### config.mk
export PLATFORM = sky130hd
export DESIGN_NAME = proc_run_controller
export DESIGN_NICKNAME = d
export VERILOG_FILES = /design/src/rtl/proc_run_controller.sv
export SDC_FILE = /design/constraint.sdc
export NUM_CORES = 1
export LEC_CHECK = 0
export CAP_MARGIN = 20
export CORE_MARGIN = 5
export CORE_UTILIZATION = 50
export CTS_CLUSTER_DIAMETER = 50
export DETAILED_ROUTE_END_ITERATION = 12
export GPL_ROUTABILITY_DRIVEN = 0
export MAX_ROUTING_LAYER = met4
export PLACE_DENSITY_LB_ADDON = 0.05
export SYNTH_ARGS = -nofsm -noshare
export SYNTH_HDL_FRONTEND = slang
export SYNTH_SLANG_ARGS = --single-unit
export TNS_END_PERCENT = 5
### constraint.sdc
create_clock -name clock -period 4.2 [get_ports clock]
set_input_delay 0.63 -clock clock [delete_from_list [all_inputs] [get_ports clock]]
set_output_delay 0.63 -clock clock [all_outputs]
set_load 0.02 [all_outputs]
### src/rtl/proc_run_controller.sv
// Run controller for the single-cycle processor: resets it, runs it to halt/timeout, then streams a DMEM window.
// Optional RUN_CTRL_PRE_DUMP_EN: also stream the window once before the run (PRE_DUMP state).
module proc_run_controller #(
    parameter int unsigned DUMP_BASE    = 8192,
    parameter int unsigned DUMP_LEN     = 100,
    parameter int unsigned RESET_CYCLES = 1,
    parameter int unsigned TIMEOUT      = 1000000,
    parameter logic [31:0] HALT_INSTR   = 32'h0000000C
) (
    input  logic        clock,
    input  logic        reset,
    input  logic        start,
    input  logic [0:31] inst_from_mem,
    input  logic        inst_valid,
    output logic        proc_reset,
    output logic        dump_active,
    output logic [0:31] dump_addr,
    input  logic [0:31] data_from_mem,
    output logic        dump_valid,
    output logic [0:7]  dump_data,
    input  logic        dump_ready,
    output logic        done,
    output logic        timed_out,
    output logic [0:31] cycle_count
);

    typedef enum logic [2:0] {
        S_IDLE,
        S_PRE_DUMP,
        S_RST,
        S_RUN,
        S_DUMP,
        S_DONE
    } state_t;

    localparam logic [31:0] LAST_ADDR = 32'(DUMP_BASE + DUMP_LEN - 1);

    state_t      state;
    state_t      state_next;
    logic [31:0] rst_cnt;
    logic [31:0] count_inc;
    logic        halt;
    logic        hit_timeout;
    logic        accept;
    logic        last_byte;

    always_comb begin
        halt        = !inst_valid || (inst_from_mem == HALT_INSTR);
        count_inc   = (cycle_count == '1) ? cycle_count : cycle_count + 32'd1;
        hit_timeout = (TIMEOUT != 0) && (count_inc == 32'(TIMEOUT));
        accept      = dump_valid && dump_ready;
        last_byte   = (dump_addr == LAST_ADDR);
    end

    always_comb begin
        state_next = state;
        case (state)
            S_IDLE, S_DONE: begin
                if (start) begin
`ifdef RUN_CTRL_PRE_DUMP_EN
                    state_next = S_PRE_DUMP;
`else
                    state_next = S_RST;
`endif
                end
            end
            S_PRE_DUMP: if (accept && last_byte) state_next = S_RST;
            S_RST:      if (rst_cnt == 32'(RESET_CYCLES - 1)) state_next = S_RUN;
            S_RUN:      if (halt || hit_timeout) state_next = S_DUMP;
            S_DUMP:     if (accept && last_byte) state_next = S_DONE;
            default:    state_next = S_IDLE;
        endcase
    end

    // Outputs decode straight from state so an asynchronous reset takes effect immediately.
    always_comb begin
        proc_reset  = (state != S_RUN);
        dump_active = (state == S_DUMP) || (state == S_PRE_DUMP);
        dump_valid  = dump_active;
        dump_data   = dump_active ? data_from_mem[24:31] : '0;
        done        = (state == S_DONE);
    end

    always_ff @(posedge clock or posedge reset) begin
        if (reset) begin
            state       <= S_IDLE;
            rst_cnt     <= '0;
            cycle_count <= '0;
            timed_out   <= 1'b0;
            dump_addr   <= 32'(DUMP_BASE);
        end else begin
            state <= state_next;
            case (state)
                S_IDLE, S_DONE: begin
                    if (start) begin
                        cycle_count <= '0;
                        timed_out   <= 1'b0;
                        rst_cnt     <= '0;
                    end
                end
                S_RST: rst_cnt <= rst_cnt + 32'd1;
                S_RUN: begin
                    cycle_count <= count_inc;
                    if (!halt && hit_timeout) timed_out <= 1'b1;
                end
                // Address rewinds after the last byte so every dump pass starts at the base.
                S_DUMP, S_PRE_DUMP: begin
                    if (accept) dump_addr <= last_byte ? 32'(DUMP_BASE) : dump_addr + 32'd1;
                end
                default: ;
            endcase
        end
    end

endmodule

== Word-level counts from Yosys, hierarchy flattened ==
Index checks and enable logic that the tools add are counted.
Storage, ports and cells
  bits in latches: 0
  output and inout bits: 77
  word-level logic and storage cells: 58
  bits in registers: 100
  memory bits (read-only): 0
  memories kept: 0
  input bits: 69
  memory bits (writable): 0
Cells by class
  equality and inequality tests: 16
  magnitude comparators: 0
  add/subtract/negate cells: 3
  multiply operators: 0
  div/mod/pow operators: 0
  bitwise operators: 0
  shift-type cells: 0
  reduce and logical (&&, ||, !) cells: 19
  multiplexer cells: 15
Operators by type and width (number)
  one-hot mux 32 bit (2 select lines): 2
  adder 32 x 1 -> 32 bit (second input constant): 3
  two-way mux 32 bit: 3
  == test 32 x 14 -> 1 bit (second input constant): 1
  == test 32 x 20 -> 1 bit (second input constant): 1
  == test 32 bit (second input constant): 1
  == test 32 x 4 -> 1 bit (second input constant): 1
  logical NOT 32 bit: 1
  two-way mux 3 bit: 5
  one-hot mux 3 bit (5 select lines): 1
  inequality test 2 bit (second input constant): 6
  two-way mux 8 bit: 1
  == test 3 x 2 -> 1 bit (second input constant): 2
  == test 3 bit (second input constant): 2
  AND reduction 2 bit: 3
  AND reduction 5 bit: 1
  nonzero test 2 bit: 2
  OR reduction 2 bit: 2
  == test 3 x 1 -> 1 bit (second input constant): 1
  logical AND 1 bit: 3
  logical NOT 3 bit: 1
  logical OR 1 bit: 3
  inequality test 3 x 2 -> 1 bit (second input constant): 1
  AND reduction 3 bit: 1
  other kinds (3): 5

== Longest topological paths before layout ==
Gate-level depths: netlist (run 1).
  word-level depth: 6
  depth in mapped cells: 11
  gate-level depth less buffers: 9

== Worst setup path before layout (run 1) ==
No wires, ideal clock.
  kind: register to register
  start point: reg cycle_count[31] (netlist name)
  end point: reg state[1]
  stages on the path, launching flop included: 11
  arrival time: 2.846 ns
  slack: 1.230 ns
  setup time: 0.124 ns
  buffers on the path: 2
  cell sequence: dfrtp_1 > ha_1 > clkbuf_1 > nand4_1 > or4_4 > buf_6 > a211oi_2 > a31oi_1 > nor4_4 > a21oi_2 > a211o_1
On the way
  word-level cells in the longest chain between the ends: 6
Ends and longest elaborated chain
  start, declared: line 24  | output logic [0:31] cycle_count
  start signal, assigned: line 103  | cycle_count <= count_inc;
  adder 32 x 1 -> 32 bit / == test 32 bit (equally long branches): line 49  | count_inc = (cycle_count == '1) ? cycle_count : cycle_count + 32'd1;
  two-way mux 32 bit (*): line 49
  == test 32 x 20 -> 1 bit (*): line 50  | hit_timeout = (TIMEOUT != 0) && (count_inc == 32'(TIMEOUT));
  logical OR 1 bit (*): line 69  | S_RUN: if (halt || hit_timeout) state_next = S_DUMP;
  inequality test 2 bit (no line) (*)
  AND reduction 5 bit (no line) (*)
  end signal, assigned: line 92  | state <= state_next;
  end, declared: line 38  | state_t state;
Mark *: on every way between the ends. The rest lies on a longest branch, timed or not.
A chain may end at the register's enable or synchronous reset.

== Final worst setup path (run 1) ==
  start point: reg cycle_count[29] (netlist name)
  end point: reg state[1]
The elaborated chain is that of the path after synthesis.

==> Implementation_results.wiki, run 1 <==
{| class="wikitable"
! Metric !! Value
|-
| Result of the run || finished clean
|-
| Die span in y || 118 um
|-
| Avg Inst Size Synth || about 9 sq um
|-
| Worst-path maximum fanout || 12
|-
| Starting Density || 0.512
|-
| Core area || between 10000 and 15000 sq um
|-
| Grt total ovfl || 0
|-
| Clock group share of total power || 0.298
|-
| Global-route total usage across every layer || 0.236
|-
| Element type at the critical path end || register
|-
| Final cycle utilization of the critical path || 0.814
|-
| Post-DR vias/cell || 6.12
|-
| NetSw || a little over 0.001 W
|-
| Ys Warns || 0
|-
| Post-Syn Nets || just over 700
|-
| Required time at the worst-slack endpoint || around 4.4 ns
|-
| Dominant cell type by area after synthesis || sky130_fd_sc_hd__dfrtp_1
|-
| Arrival time of the worst setup path || about 3.7 ns
|-
| Share of cells above drive strength 1 || 0.0634
|-
| Mean routed wirelength per cell || between 15 and 20 um
|-
| Cts-stage hold buffer count || 0
|-
| Number of post-CTS setup repair buffers || 0
|-
| Remaining number of nets flagged by the antenna check after routing || 0
|-
| Element type at the critical path start || register
|-
| Final Routed Wirelength || about 16 mm
|-
| Count of inserted antenna diode cells || 0
|-
| Met2 track demand over resource in global routing || 0.371
|-
| Maxcap violations || 0
|-
| Number of global-route vias before repair || ~5400
|-
| Total half-perimeter wirelength after legalization and detailed placement || 11.6 mm
|-
| Met3 demand-to-capacity share in global routing || 0.0592
|-
| Minimum period implied by the final worst setup slack || 3.42 ns
|-
| Proportion of register bits with asynchronous set or reset after synthesis || 1.00
|-
| Maximum count of clock buffers along a single path || 2
|-
| CTS HTree Levels || 3
|-
| Worst setup path category || register to register
|-
| First-pass GRT wire length || between 20 and 30 mm
|-
| Clock slew at reported path FFs || roughly 0.070 ns
|-
| Worst setup slack after placement || between 0.8 and 0.9 ns
|-
| Syn-to-layout area delta || 27.7%
|-
| Leading cell type in the layout, fill and taps excluded || sky130_fd_sc_hd__clkdlybuf4s50_1
|-
| Buffers on Ports || 121
|-
| Horizontal die dimension || ~120 um
|-
| Switching power share of the total || 0.348
|-
| Setup repair after global routing missed its margin || no
|-
| Floorplan die area || between 10000 and 15000 sq um
|-
| Worst setup skew after layout || 0.00657 ns
|-
| Number of flops mapped to enable cells by yosys || 0
|-
| Root buffer selected by CTS || sky130_fd_sc_hd__clkbuf_16
|-
| Hold crit path type || register to register
|-
| Leakage power figure || around 3.0 nW
|-
| Area contributors post-synth || sky130_fd_sc_hd__dfrtp_1 42%, sky130_fd_sc_hd__xnor2_1 4.9%, sky130_fd_sc_hd__nand2_1 4.7%
|-
| Global-route met1 utilization || 0.303
|-
| Number of register bits inferred by synthesis || 100
|-
| I/O pin count || roughly 150
|-
| Detailed-router iteration count before antenna repair || 5
|-
| Sinks on the clock net || 100
|-
| Area share of the largest cell type after synthesis || 0.422
|-
| Highest clock frequency the design can meet || about 290 MHz
|-
| Drc violations || 0
|-
| Slew @ Worst Pin || around 0.82 ns
|-
| Flop2flop setup slack || 0.78 ns
|-
| Portion of the post-synthesis area used by sequential elements || 0.426
|-
| Relative contribution of sequential cells to total power || 0.388
|-
| Layer carrying the most global-route usage || met2
|-
| Worst Slack Setup Final || ~0.78 ns
|-
| Cell variety after synth || 68
|-
| Dpl cell area || roughly 7000 sq um
|-
| First DRT Iteration DRCs || just over 400
|-
| Design Area, Final || about 7500 sq um
|-
| Number of pins with negative max-slew slack in the final report || 0
|-
| Headroom to the max-slew limit || 0.453
|-
| Number of hold-slack violations in the final timing report || 0
|-
| P per Cell Area || between 300 and 400 nW/um^2
|-
| Num CTS Buffers || 9
|-
| Maximum resistive drop on vdd || ~0.0004 V
|-
| Total negative slack || 0 ns
|-
| Leading cell types in the layout, fill and taps excluded || 121 x sky130_fd_sc_hd__clkdlybuf4s50_1, 99 x sky130_fd_sc_hd__dfrtp_1, 74 x sky130_fd_sc_hd__nand2_1, 55 x sky130_fd_sc_hd__o21ai_0, 47 x sky130_fd_sc_hd__nand3_1
|-
| Synthesized instance count || roughly 650
|-
| Proportion of power drawn by combinational gates || 0.314
|-
| Internal power || 0.00191 W
|-
| Count of final setup violators || 0
|-
| Primary flip-flop cell chosen by synthesis mapping || sky130_fd_sc_hd__dfrtp_1
|-
| Cts repair resizes || 0
|-
| Largest net degree at the start of global routing || between 60 and 70
|-
| Initial antenna violation count || 0
|-
| Core Rows || 39
|-
| Net count reported at finish || roughly 840
|-
| Post-Synthesis Cell Area || just under 6000 sq um
|-
| Clock tree from TritonCTS || built
|-
| Clock latency at the later pin of the worst-skew pair || approximately 0.35 ns
|-
| Vias || around 5600
|}
==> registers in the layout (all words and copies together), names as in the netlist <==
register     cells
cycle_count     32
dump_addr       32
timed_out        1
rst_cnt         32
state            3
==> critical path: stages, from the launching register on <==
cell and delay [ns]:
sky130_fd_sc_hd__dfrtp_1 0.56, sky130_fd_sc_hd__nand4_2 0.28, sky130_fd_sc_hd__or3_1 0.51, sky130_fd_sc_hd__nor4_1 0.68, sky130_fd_sc_hd__xor2_1 0.15, sky130_fd_sc_hd__a2111o_1 0.37
sky130_fd_sc_hd__nor4_2 0.34, sky130_fd_sc_hd__a21oi_2 0.15, sky130_fd_sc_hd__a211o_1 0.26
==> final timing paths <==
| check | depth (start not counted) | start | to |
|---|---|---|---|
| max in group asynchronous | 3 | reset | rst_cnt[8] |
| worst max register to register | 8 | cycle_count[29] | state[1] |
| min in group asynchronous | 2 | reset | rst_cnt[24] |
| worst min register to register | 2 | timed_out | timed_out |
| worst max-delay path | 8 | cycle_count[29] | state[1] |
| worst min-delay path | 2 | timed_out | timed_out |
==> power by group through the flow <==
stage	logic [W]	registers [W]	clock network, W
after global placement	0.000900	0.00114	0
after CTS	0.000926	0.00113	0.000890
after floorplan	0.000567	0.00114	0
final	0.000920	0.00113	0.000873
after detailed placement	0.000918	0.00115	0
after global routing	0.00101	0.00115	0.000934
==> stage by stage <==
stage / hold WS (ns) / instances / power (W) / util
floorplan: 0.446 / 654 / 0.00171 / -
global placement: 0.468 / 900 / 0.00204 / 0.627
detailed placement: 0.477 / 900 / 0.00207 / 0.627
CTS: 0.497 / 916 / 0.00295 / 0.655
global route: 0.530 / 916 / 0.00309 / 0.655
finish: 0.487 / 916 / 0.00293 / 0.655
==> routing by layer <==
layer  wire length, um  share of wire
met1              7160           0.45
met2              7570           0.47
met3               954          0.059
met4               399          0.025
met5                 0              0
==> kinds of logic after synthesis <==
family	synth area share
DFF	0.426
and+or+nand+nor	0.300
AOI/OAI and AO/OA	0.138
muxes	0.0190
buffers and inverters	0.0362
adders and majority gates	0.00852
xor gates and xnor gates	0.0730
==> cell type report <==
cell class                 instances  area (sq um)
fill                             961          3960
clock buffer                      12           256
inverter                          17          66.3
multi-input combinational        509          3160
tap                              143           179
sequential                       100          2500
timing repair buffer             131          1290
clock inverter                     4          55.1
==> cells in the mapped netlist, types with 3 or more instances <==
cell type                  instances
sky130_fd_sc_hd__and3b_1           3
sky130_fd_sc_hd__inv_1            17
sky130_fd_sc_hd__buf_4             5
sky130_fd_sc_hd__o31ai_1          14
sky130_fd_sc_hd__clkbuf_1         13
sky130_fd_sc_hd__o21ai_0          55
sky130_fd_sc_hd__or3_1             5
sky130_fd_sc_hd__buf_2             6
sky130_fd_sc_hd__mux2i_1          10
sky130_fd_sc_hd__nor4b_1           4
sky130_fd_sc_hd__nand3_1          47
sky130_fd_sc_hd__nand2_1          74
sky130_fd_sc_hd__nor4_4            3
sky130_fd_sc_hd__o211ai_1          9
sky130_fd_sc_hd__nand4_1          32
sky130_fd_sc_hd__nor4_1           29
sky130_fd_sc_hd__o22ai_1           3
sky130_fd_sc_hd__a31oi_1           8
sky130_fd_sc_hd__xnor2_1          33
sky130_fd_sc_hd__nor2_1           46
sky130_fd_sc_hd__dfrtp_1          99
sky130_fd_sc_hd__xor2_1           16
sky130_fd_sc_hd__and4_1            7
sky130_fd_sc_hd__a21oi_1          14
sky130_fd_sc_hd__nor3_1           17
sky130_fd_sc_hd__and2_1           13
sky130_fd_sc_hd__and3_1           15
sky130_fd_sc_hd__ha_1              4
(Power assumes the default switching activity.)
==> run 2, diff against run 1 <==
--- a/config.mk
+++ b/config.mk
@@ -7,7 +7,7 @@
 export LEC_CHECK = 0
 export CAP_MARGIN = 20
 export CORE_MARGIN = 5
-export CORE_UTILIZATION = 50
+export CORE_UTILIZATION = 45
 export CTS_CLUSTER_DIAMETER = 50
 export DETAILED_ROUTE_END_ITERATION = 12
 export GPL_ROUTABILITY_DRIVEN = 0
==> constraint.sdc (replaced) <==
create_clock -name clock -period 3.06 [get_ports clock]
set_input_delay 0.459 -clock clock [delete_from_list [all_inputs] [get_ports clock]]
set_output_delay 0.459 -clock clock [all_outputs]
set_load 0.02 [all_outputs]
==> run 2 against run 1 <==
  * Setup slack got worse by 0.65 ns
  * Highest routed layer unchanged
  * Critical path type unchanged
  * Sequential power is 36% higher
  * Design area is 4.4% higher
  * Power up 36%
  * Worst hold slack gained 0.0059 ns
  * First-iteration DRC count increased by 1.5%
  * Combinational power up 46%
==> Implementation_results.wiki, run 2 (synthesis results as in run 1) <==
{| class="wikitable"
! Metric !! Value
|-
| Result of the run || finished clean
|-
| Worst setup path category || register to register
|-
| Filler cells || 1167
|-
| Element type at the critical path start || register
|-
| Total negative slack || 0 ns
|-
| Largest net degree at the start of global routing || around 100
|-
| Buffers on Ports || between 100 and 150
|-
| Leading cell type in the layout, fill and taps excluded || sky130_fd_sc_hd__clkdlybuf4s50_1
|-
| Number of post-CTS setup repair buffers || 0
|-
| Post-DR vias/cell || ~5.7
|-
| Cts-stage hold buffer count || 0
|-
| Slew @ Worst Pin || about 0.54 ns
|-
| Core Rows || between 40 and 50
|-
| Count of inserted antenna diode cells || 0
|-
| Final cycle utilization of the critical path || 0.958
|-
| Initial antenna violation count || 0
|-
| Number of hold-slack violations in the final timing report || 0
|-
| Remaining number of nets flagged by the antenna check after routing || 0
|-
| Final Routed Wirelength || 17.1 mm
|-
| Registers with the highest flip-flop counts || cycle_count: 32 flops, dump_addr: 32 flops, rst_cnt: 32 flops
|-
| Minimum period implied by the final worst setup slack || 2.93 ns
|-
| Syn-to-layout area delta || 33.4%
|-
| I/O pin count || 146
|-
| Leakage power figure || around 3.2 nW
|-
| Clock slew at reported path FFs || 0.07 ns
|-
| Element type at the critical path end || register
|-
| Mean routed wirelength per cell || between 15 and 20 um
|-
| Maximum count of clock buffers along a single path || 2
|-
| Final Util || 0.616
|-
| Global-route total usage across every layer || 0.227
|-
| Number of pins with negative max-slew slack in the final report || 0
|-
| First DRT Iteration DRCs || slightly above 400
|-
| Flop2flop setup slack || approximately 0.13 ns
|-
| Crit path cell chain || nand3_1, or3_4, or4_4, nand4_1, xnor2_1, nor4_4, a21oi_2, a211o_1
|-
| Vias || between 5000 and 6000
|-
| Net count reported at finish || 879
|-
| Sinks on the clock net || 100
|-
| Floorplan die area || roughly 15000 sq um
|-
| Clock tree from TritonCTS || built
|-
| Arrival time of the worst setup path || between 3 and 4 ns
|-
| Worst setup skew after layout || ~0.0052 ns
|-
| Final Total Pwr || slightly below 0.004 W
|-
| P per Cell Area || 508 nW/um^2
|-
| Root buffer selected by CTS || sky130_fd_sc_hd__clkbuf_16
|-
| Horizontal die dimension || 124 um
|-
| Hold crit path type || register to register
|-
| Num CTS Buffers || 9
|-
| Core area || approximately 13000 sq um
|-
| First-pass GRT wire length || 28.4 mm
|-
| Maximum resistive drop on vdd || about 0.00046 V
|-
| Detailed-router iteration count before antenna repair || 5
|-
| CTS HTree Levels || 3
|-
| Required time at the worst-slack endpoint || approximately 3.3 ns
|-
| Grt total ovfl || 0
|-
| Number of global-route vias before repair || approximately 5600
|-
| Cts repair resizes || 0
|-
| Worst reg2reg path endpoint || state[1]
|-
| Leading cell types in the layout, fill and taps excluded || 121 x sky130_fd_sc_hd__clkdlybuf4s50_1, 97 x sky130_fd_sc_hd__dfrtp_1, 74 x sky130_fd_sc_hd__nand2_1, 55 x sky130_fd_sc_hd__o21ai_0
|-
| Die span in y || approximately 120 um
|-
| Total half-perimeter wirelength after legalization and detailed placement || 12.6 mm
|-
| Worst-path maximum fanout || 11
|-
| Highest clock frequency the design can meet || approximately 340 MHz
|-
| Headroom to the max-slew limit || 0.637
|-
| Critical path endpoint || state[1]
|-
| Count of final setup violators || 0
|-
| Worst reg2reg path depth || 8
|-
| Crit-path slowest cell || sky130_fd_sc_hd__or4_4
|-
| Drc violations || 0
|-
| Clock latency at the later pin of the worst-skew pair || about 0.35 ns
|-
| Maxcap violations || 0
|-
| Delay contributed by the slowest stage of the critical path || ~0.67 ns
|-
| Startpoint of the worst register-to-register path || cycle_count[2]
|-
| Share of cells above drive strength 1 || 0.111
|-
| Starting Density || 0.462
|-
| Worst setup path start || cycle_count[2]
|}
[run 2: changes by cell type in the layout (fill, tap and decap cells not counted), sizes merged]
cell	change
clkinvlp	+1
clkbuf	-1
inv	-1
buf	+38
bufinv	-1
clkinv	+2
[run 2: how the worst min path moves through the flow]
stage                 from          end  slack, ns  cells past startpoint
6_report       rst_cnt[31]  rst_cnt[31]       0.49                      1
5_1_grt        rst_cnt[31]  rst_cnt[31]       0.52                      1
4_1_cts        rst_cnt[31]  rst_cnt[31]       0.49                      1
3_5_place_dp   rst_cnt[31]  rst_cnt[31]       0.47                      1
3_3_place_gp     timed_out    timed_out       0.47                      2
2_1_floorplan  rst_cnt[31]  rst_cnt[31]       0.45                      1
[run 2: report_power, final]
part           switching, W  internal [W]
Clock              0.000513      0.000576
Combinational      0.000773      0.000570
Sequential         0.000142       0.00140
Total               0.00143       0.00255
[run 2: metrics by stage]
stage          cells  instance area [sq um]  hold slack [ns]  setup slack, ns
2_1_floorplan    654                   5880            0.446           0.0902
3_3_place_gp     967                   7540            0.468            0.131
3_5_place_dp     967                   7540            0.473           0.0807
4_1_cts          983                   7820            0.490           0.0654
5_1_grt          983                   7840            0.516         -0.00598
6_report         983                   7840            0.492            0.127
[run 2: cell type report]
class                   count  area, sq um  share of cell area
inverters                  17         67.6             0.00862
well taps                 172          215              0.0275
repair buffers            169         1600               0.204
clock inverters             5         35.0             0.00447
multi-input cells         509         3170               0.405
flip-flops and latches    100         2510               0.320
clock buffers              11          243              0.0310
[run 2: critical path, delay by kind of cell (launching register included)]
family,cells,cell delay [ns]
flops,1,0.45
simple gates,5,1.87
compound gates,2,0.38
xor+xnor,1,0.13
[run 2: metal layers]
metal	track usage	up-vias	share of wire
met5	-	-	0
met2	0.351	159	0.47
met3	0.0485	40	0.047
li1	-	2723	-
met1	0.293	2697	0.45
met4	0.0864	0	0.031
